[src/rtl/logic_gates_pkg.sv]
// Shared definitions for the logic gate exerciser and its golden model.
package logic_gates_pkg;

  // Exerciser FSM states (kept as plain constants for legacy tools)
  typedef logic [1:0] state_t;
  localparam state_t ST_IDLE   = 2'd0;
  localparam state_t ST_SETTLE = 2'd1;
  localparam state_t ST_CHECK  = 2'd2;

  // Bit positions of each gate output in the result/expect masks
  localparam int BIT_AND  = 0;
  localparam int BIT_OR   = 1;
  localparam int BIT_NAND = 2;
  localparam int BIT_NOR  = 3;
  localparam int BIT_NOTB = 4;
  localparam int BIT_XOR  = 5;
  localparam int BIT_XNOR = 6;

  typedef logic [6:0] gate_mask_t;

  // Last input vector {a,b}; the run ends after checking it
  localparam logic [1:0] VEC_LAST = 2'b11;

endpackage

[src/rtl/logic_gates_expect.sv]
// Golden model of the two-input gate block, in mask bit order.
module logic_gates_expect
  import logic_gates_pkg::*;
(
  input  logic       a,
  input  logic       b,
  output gate_mask_t expected
);

  // Reference truth functions for all seven gate outputs
  always_comb begin
    expected           = '0;
    expected[BIT_AND]  = a & b;
    expected[BIT_OR]   = a | b;
    expected[BIT_NAND] = ~(a & b);
    expected[BIT_NOR]  = ~(a | b);
    expected[BIT_NOTB] = ~b;
    expected[BIT_XOR]  = a ^ b;
    expected[BIT_XNOR] = ~(a ^ b);
  end

endmodule

[src/rtl/logic_gates_tester.sv]
// Self-checking exerciser: walks {a,b} through 00..11, holds each vector
// SETTLE_CYCLES cycles, then compares the gate outputs on one CHECK cycle.
module logic_gates_tester
  import logic_gates_pkg::*;
#(
  parameter int SETTLE_CYCLES = 1
) (
  input  logic       clk,
  input  logic       rst,
  input  logic       start,
  output logic       a,
  output logic       b,
  input  logic       and_in,
  input  logic       or_in,
  input  logic       nand_in,
  input  logic       nor_in,
  input  logic       notb_in,
  input  logic       xor_in,
  input  logic       xnor_in,
  output logic       busy,
  output logic       done,
  output logic       pass,
  output logic [6:0] fail_mask,
  output logic [1:0] first_fail_vec
);

  localparam logic [7:0] SETTLE_LOAD = 8'(SETTLE_CYCLES - 1);

  state_t     state;
  logic [1:0] vec;
  logic [7:0] settle_cnt;
  gate_mask_t expected;
  gate_mask_t observed;
  gate_mask_t mismatch;
  gate_mask_t mask_next;

  assign a = vec[1];
  assign b = vec[0];

  logic_gates_expect u_expect (
    .a        (a),
    .b        (b),
    .expected (expected)
  );

  // Gather gate outputs in mask order and flag per-output mismatches
  always_comb begin
    observed           = '0;
    observed[BIT_AND]  = and_in;
    observed[BIT_OR]   = or_in;
    observed[BIT_NAND] = nand_in;
    observed[BIT_NOR]  = nor_in;
    observed[BIT_NOTB] = notb_in;
    observed[BIT_XOR]  = xor_in;
    observed[BIT_XNOR] = xnor_in;
    mismatch           = observed ^ expected;
    mask_next          = fail_mask | mismatch;
  end

  // Run sequencer: settle countdown, single-cycle compare, result capture
  always_ff @(posedge clk) begin
    if (rst) begin
      state          <= ST_IDLE;
      vec            <= 2'b00;
      settle_cnt     <= '0;
      busy           <= 1'b0;
      done           <= 1'b0;
      pass           <= 1'b0;
      fail_mask      <= '0;
      first_fail_vec <= 2'b00;
    end else begin
      done <= 1'b0;
      case (state)
        ST_IDLE: begin
          if (start) begin
            vec            <= 2'b00;
            settle_cnt     <= SETTLE_LOAD;
            fail_mask      <= '0;
            first_fail_vec <= 2'b00;
            pass           <= 1'b0;
            busy           <= 1'b1;
            state          <= ST_SETTLE;
          end
        end
        ST_SETTLE: begin
          if (settle_cnt == 8'd0) state <= ST_CHECK;
          else                    settle_cnt <= settle_cnt - 8'd1;
        end
        ST_CHECK: begin
          fail_mask <= mask_next;
          // Only the earliest failing vector is recorded
          if (mismatch != '0 && fail_mask == '0) first_fail_vec <= vec;
          if (vec == VEC_LAST) begin
            state <= ST_IDLE;
            busy  <= 1'b0;
            done  <= 1'b1;
            pass  <= (mask_next == '0);
          end else begin
            vec        <= vec + 2'd1;
            settle_cnt <= SETTLE_LOAD;
            state      <= ST_SETTLE;
          end
        end
        default: state <= ST_IDLE;
      endcase
    end
  end

endmodule
[config.mk]
export PLATFORM = sky130hd
export DESIGN_NAME = logic_gates_tester
export DESIGN_NICKNAME = d
export VERILOG_FILES = /design/src/rtl/logic_gates_pkg.sv /design/src/rtl/logic_gates_expect.sv /design/src/rtl/logic_gates_tester.sv
export SDC_FILE = /design/constraint.sdc
export NUM_CORES = 1
export LEC_CHECK = 0
export ABC_AREA = 1
export CAP_MARGIN = 40
export CORE_MARGIN = 2
export CORE_UTILIZATION = 29
export CTS_CLUSTER_SIZE = 30
export DETAILED_ROUTE_END_ITERATION = 8
export PLACE_DENSITY = 0.52
export RECOVER_POWER = 50
export SLEW_MARGIN = 20
export SYNTH_ARGS = -nofsm -noshare
export SYNTH_HDL_FRONTEND = slang
export SYNTH_SLANG_ARGS = --single-unit
[constraint.sdc]
create_clock -name clk -period 3.25 [get_ports clk]
set_input_delay 0.65 -clock clk [delete_from_list [all_inputs] [get_ports clk]]
set_output_delay 0.65 -clock clk [all_outputs]
set_load 0.03 [all_outputs]
==> results.md, run 1 <==
- CTS resizes: 0
- Detailed placement HPWL: approximately 2400 um
- CP required: roughly 3400 ps
- CTS tree: built
- Syn nets: 224
- Share of layout cells above drive strength 1: 0.0468
- Main synth FF type: dfxtp_1
- Met1 WL: between 1500 and 2000 um
- Ys async rst share: 0
- Pwr Density: 906 nW/um^2
- Antenna violations before repair: 0
- Finish-stage setup viols: 0
- Worst hold path type: flip-flop to flip-flop
- DR WL/cell: ~11 um
- Area growth, synth to finish: 25.4%
- Fin. Hold Viols: 0
- Io pins: 24
- Final worst-path cycle share: 0.688
- Routed wire length: about 3200 um
- Static leakage: between 0.0007 and 0.0008 uW
- Total power: 1500 uW
- Die Wd: between 70 and 80 um
- Crit path cell chain: dlygate4sd3_1 -> clkbuf_1 -> inv_1 -> o21ai_0 -> a21oi_1
- Routed wl met3: around 87 um
- Fmax: roughly 450 MHz
- H-tree depth: 1
- Number of global-route vias before repair: 1238
- Tot GR Track Use: 0.139
- CTS Buf Count: 3
- Critical Path End Type: flip-flop
- Starting Density: 0.303
- Placed insts: around 280
- Synthesis warning total: 0
- RSZ-0062 raised after global routing: false
- WP data arrival: approximately 2400 ps
- Reg clk slew, reported paths: approximately 100 ps
- Post-Synthesis Cell Area: roughly 1300 sq um
- Syn Inst Count: 210
- Setup TNS: 0 ps
- DRC: 0
- Fin nets: 250
- Full die area: 5100 sq um
- Number of distinct library cells after synthesis: 22
- Drt initial violations: 74
- Clock latency on the worst-skew pair: approximately 270 ps
- Post-CTS Setup Bufs: 0
- # clock sinks: 24
- Tightest Pin Transition: 778 ps
- Post-synthesis sequential area ratio: 0.365
- # fillers: roughly 480
- Via/cell ratio: 4.55
- Largest stage delay, worst path: between 500 and 600 ps
- Detailed Routing Iterations Pass 1: 4
- Core Util, Final: 0.379
- Core area: between 4000 and 5000 sq um
- Number of synthesized flops with an enable pin: 0
- Post-route non-filler standard cell count: about 290
- PortBufs: 23
- Hold buffer count at cts: 0
- Root Buffer: clkbuf_8
- Number of diodes: 0
- Slew headroom: 0.481
- Layout Skew: 6.76 ps
- Fin crit period: approximately 2200 ps
- DR vias: 1306
- FF+latch count, synth: 24
- WS Path Type: primary input to flip-flop
- Startpoint Class: primary input
- Status: finished, final reports clean
- GR Overflow Total: 0
- Met2 routed WL: 1400 um
- First-pass GRT wire length: roughly 5600 um
- Clock Path Buffers: 2
- Max Slew Vio Count: 0
- Largest net degree at the start of global routing: 17
- RD Place Congestion: about 0.87
- Critical path peak fanout: 16
- Avg Cell Area, Syn: roughly 6.3 sq um
- Antenna viol nets, final: 0
- Vert. Die Dim: around 70 um
- MaxCap Viol Count: 0
- Max Used Layer: met4
- # rows: 24
- CP max-delay cell: clkbuf_1
- Max IR drop VDD: ~0.2 mV
cell families (layout without fill, tap and decap cells):
| logic type | Yosys count | count (layout) | share of synthesized area |
|---|---|---|---|
| AO/OA/AOI/OAI | 25 | 25 | 0.104 |
| XOR/XNOR | 3 | 3 | 0.0199 |
| adder cells (fa/ha/maj) | 4 | 4 | 0.0380 |
| buffers and inverters | 35 | 60 | 0.104 |
| flip-flops | 24 | 24 | 0.365 |
| AND/OR/NAND/NOR | 119 | 119 | 0.370 |
synth_stat cells (2+ instances only):
cell	count	share of area
a21oi_1	19	0.072
inv_1	26	0.074
dfxtp_1	24	0.36
inv_2	5	0.014
o21ai_0	2	0.0076
ha_1	4	0.038
clkbuf_1	2	0.0057
nor2_1	42	0.12
nand4_1	3	0.014
o21ai_1	2	0.0076
nor3_1	8	0.030
nand2_1	51	0.15
xor2_1	2	0.013
nand3_1	12	0.046
flip-flops by register name, summed over array words and instances (netlist names):
name / cells
vec: 2
first_fail_vec: 2
fail_mask: 7
done: 1
state: 2
busy: 1
settle_cnt: 8
pass: 1
critical path: cells and delay by family:
family	cells	cell delay [ps]
AOI/OAI and AO/OA	2	280
buffers and inverters	3	1460
worst paths after layout:
check	from	endpoint	slack, ps	cells after the start
hold / removal	busy$_SDFFE_PP0P_	busy$_SDFFE_PP0P_	480	2
setup / recovery	rst	settle_cnt[0]$_SDFFE_PP0P_	1020	5
setup reg to reg	vec[0]$_SDFFE_PP0P_	settle_cnt[3]$_SDFFE_PP0P_	1330	10
hold reg to reg	busy$_SDFFE_PP0P_	busy$_SDFFE_PP0P_	480	2
per-stage QoR:
| stage | worst slack [ps] | hold WS, ps | area, sq um |
|---|---|---|---|
| 3_5_place_dp | 1150 | 474 | 1610 |
| 4_1_cts | 1170 | 489 | 1660 |
| 3_3_place_gp | 1190 | 467 | 1610 |
| 5_1_grt | 819 | 513 | 1650 |
| 2_1_floorplan | 1520 | 457 | 1320 |
| 6_report | 1020 | 480 | 1650 |
power by group:
part / internal, uW / total (uW) / switching, uW
registers: 380 / 451 / 70.4
logic: 303 / 833 / 530
clock network: 108 / 212 / 104
cell usage in the layout (no fill, tap or decap), types with 2 or more instances in the layout:
| master | synthesis | routed |
|---|---|---|
| a21oi_1 | 19 | 19 |
| clkbuf_8 | 0 | 4 |
| clkdlybuf4s50_1 | 0 | 21 |
| dfxtp_1 | 24 | 24 |
| dlygate4sd3_1 | 0 | 2 |
| ha_1 | 4 | 4 |
| inv_1 | 26 | 27 |
| inv_2 | 5 | 4 |
| nand2_1 | 51 | 52 |
| nand3_1 | 12 | 12 |
| nand4_1 | 3 | 3 |
| nor2_1 | 42 | 42 |
| nor3_1 | 8 | 8 |
| o21ai_0 | 2 | 3 |
| xor2_1 | 2 | 2 |
metal layers:
metal	GRT usage	up-vias
li1	-	708
met1	0.194	575
met2	0.215	21
met3	0.0225	2
met4	0.0566	0
met5	0	-
final cells by class:
type | instances | area, sq um | area share
inverter | 31 | 116 | 0.0705
multi-input combinational | 151 | 693 | 0.420
clock buffer | 4 | 55.1 | 0.0333
sequential | 24 | 480 | 0.291
timing repair buffer | 25 | 241 | 0.146
tap | 52 | 65.1 | 0.0394
Note: power is estimated with default switching activity, not from simulation.
==> run 2: changes to the inputs <==
- PLACE_DENSITY: 0.52 -> 0.54
- clock period: 3.25 -> 2 ns (I/O delays scaled with it)
==> run 2 against run 1 <==
First-iteration DRC count increased by 6.8%. Routed wire length decreased by 4.2%. Via count decreased by 2.8%. Clock skew increased by 1.4 ps. Largest cell class unchanged. Largest power group unchanged.
==> results.md, run 2 (synthesized netlist as in run 1, its figures left out) <==
- Status: finished, final reports clean (unchanged)
- Most common cell after layout, fill and taps aside: nand2_1 (unchanged)
- Setup TNS: 0 ps (unchanged)
- Finish-stage setup viols: 0 (unchanged)
- Io pins: 24 (unchanged)
- Worst hold path type: flip-flop to flip-flop (unchanged)
- RD Place Congestion: 0.822 (was 0.874)
- Post-place setup slack: 164 ps (was 1150 ps)
- Fin crit period: ~1800 ps
- Max Slew Vio Count: 0 (unchanged)
- MaxCap Viol Count: 0 (unchanged)
- Full die area: 5100 sq um (unchanged)
- CP required: 1600 ps (was 3400 ps)
- First-pass GRT wire length: 5200 um (was 5590 um)
- Register area: 480 sq um (unchanged)
- WS Path Type: flip-flop to output port (was primary input to flip-flop)
- Largest stage delay, worst path: 700 ps (was 590 ps)
- Starting Density: 0.303 (unchanged)
- Fin nets: 250 (unchanged)
- Drt initial violations: 79 (was 74)
- Core area: 4350 sq um (unchanged)
- Footprint of the multi-input gates: 697 sq um (was 693 sq um)
- Via/cell ratio: 4.43 (was 4.55)
- CP bufs+invs: 1 (was 3)
- CTS Buf Count: 3 (unchanged)
- # fillers: 471 (was 479)
- DR vias: 1270 (was 1306)
- Placed insts: 283 (unchanged)
- Crit path cell chain: clkdlybuf4s50_1 (was dlygate4sd3_1 -> clkbuf_1 -> inv_1 -> o21ai_0 -> a21oi_1)
- Fmax: ~550 MHz
- # clock sinks: 24 (unchanged)
- Area growth, synth to finish: 27.2% (was 25.4%)
- CTS tree: built (unchanged)
- Tightest Pin Transition: 407 ps (was 778 ps)
- Tot GR Track Use: 0.124 (was 0.139)
- CP top delay family: buffers and inverters (unchanged)
- DRC: 0 (unchanged)
- Layout Skew: 8.12 ps (was 6.76 ps)
- Hold buffer count at cts: 0 (unchanged)
- Root Buffer: clkbuf_8 (unchanged)
- Clock Path Buffers: 2 (unchanged)
- Top flop regs: settle_cnt (8), fail_mask (7) (unchanged)
- Number of diodes: 0 (unchanged)
- Antenna viol nets, final: 0 (unchanged)
- DR WL/cell: 10.6 um (was 11.1 um)
- Routed wire length: 3050 um (was 3180 um)
- Clock latency on the worst-skew pair: 270 ps (about the same)
- Share of layout cells above drive strength 1: 0.0553 (was 0.0468)
- Max IR drop VDD: 0.468 mV (was 0.204 mV)
- Pwr Density: 1500 nW/um^2 (was 906 nW/um^2)
- Max reg flops: 8 (unchanged)
- Commonest cells after routing, fill and taps aside: nand2_1 (51), nor2_1 (42), inv_1 (27) (was nand2_1 (52), nor2_1 (42), inv_1 (27))
- Die Wd: 71.4 um (unchanged)
- Final worst-path cycle share: 0.903
- Critical path peak fanout: 6 (was 16)
- # rows: 24 (unchanged)
- Reg with most FFs: settle_cnt (unchanged)
- Static leakage: 0.000770 uW (was 0.000746 uW)
- Largest net degree at the start of global routing: 16 (was 17)
- Placed Area: 1610 sq um (unchanged)
- WP data arrival: 1410 ps (was 2390 ps)
- Number of global-route vias before repair: 1189 (was 1238)
- Fin. Hold Viols: 0 (unchanged)
- Vert. Die Dim: 71.4 um (unchanged)
- Hold Slack: 470 ps (was 480 ps)
- RSZ-0062 raised after global routing: false (unchanged)
- Antenna violations before repair: 0 (unchanged)
- Design area: 1680 sq um (was 1650 sq um)
- Post-CTS Setup Bufs: 0 (unchanged)
- Detailed Routing Iterations Pass 1: 4 (unchanged)
- PortBufs: 23 (unchanged)
- GR Overflow Total: 0 (unchanged)
- CTS resizes: 0 (unchanged)
- Reg clk slew, reported paths: 90 ps (was 100 ps)
- H-tree depth: 1 (unchanged)
- Final worst slack: 194 ps (was 1020 ps)
- CP max-delay cell: clkdlybuf4s50_1 (was clkbuf_1)
- Slew headroom: 0.727 (was 0.481)
- Detailed placement HPWL: 2330 um (was 2410 um)
- Post-route non-filler standard cell count: 287 (unchanged)
- Critical Path End Type: output port (was flip-flop)
- Startpoint Class: flip-flop (was primary input)
-- run 2: metal layers --
layer | part of all wire | vias to the layer above | track usage
li1 | - | 705 | -
met1 | 0.52 | 548 | 0.171
met2 | 0.45 | 15 | 0.204
met3 | 0.023 | 2 | 0.0169
met4 | 0.0089 | 0 | 0.0356
met5 | 0 | - | 0
-- run 2: path summary, 6_finish.rpt --
| kind | from | to | slack [ps] | cells past startpoint |
|---|---|---|---|---|
| setup / recovery | vec[0]$_SDFFE_PP0P_ | b | 190 | 1 |
| hold / removal | busy$_SDFFE_PP0P_ | busy$_SDFFE_PP0P_ | 470 | 2 |
| setup reg to reg | vec[0]$_SDFFE_PP0P_ | first_fail_vec[0]$_SDFFE_PP0P_ | 240 | 12 |
| hold reg to reg | busy$_SDFFE_PP0P_ | busy$_SDFFE_PP0P_ | 470 | 2 |
-- run 2: report_power, final --
| group | switching (uW) | leakage, uW | internal (uW) |
|---|---|---|---|
| logic | 865 | 0.000539 | 484 |
| registers | 110 | 0.000196 | 617 |
| clock network | 163 | 0.0000357 | 267 |
| total | 1140 | 0.000770 | 1370 |
-- run 2: tightest hold or removal path: stages, from the launching register on --
cell	delay, ps
dfxtp_1	320
nand2_1	60
a21oi_1	60
-- run 2: final cells by class --
| cell class | instances | share of cell area |
|---|---|---|
| clock buffers | 3 | 0.0246 |
| clock inverters | 1 | 0.0179 |
| inverters | 31 | 0.0695 |
| multi-input cells | 151 | 0.416 |
| flip-flops and latches | 24 | 0.287 |
| well taps | 52 | 0.0388 |
| repair buffers | 25 | 0.146 |
-- run 2: metrics by stage --
stage / utilization / total power, uW
CTS: 0.386 / 2550
global placement: 0.369 / 2110
global route: 0.385 / 2750
floorplan: - / 1780
finish: 0.385 / 2510
detailed placement: 0.369 / 2110
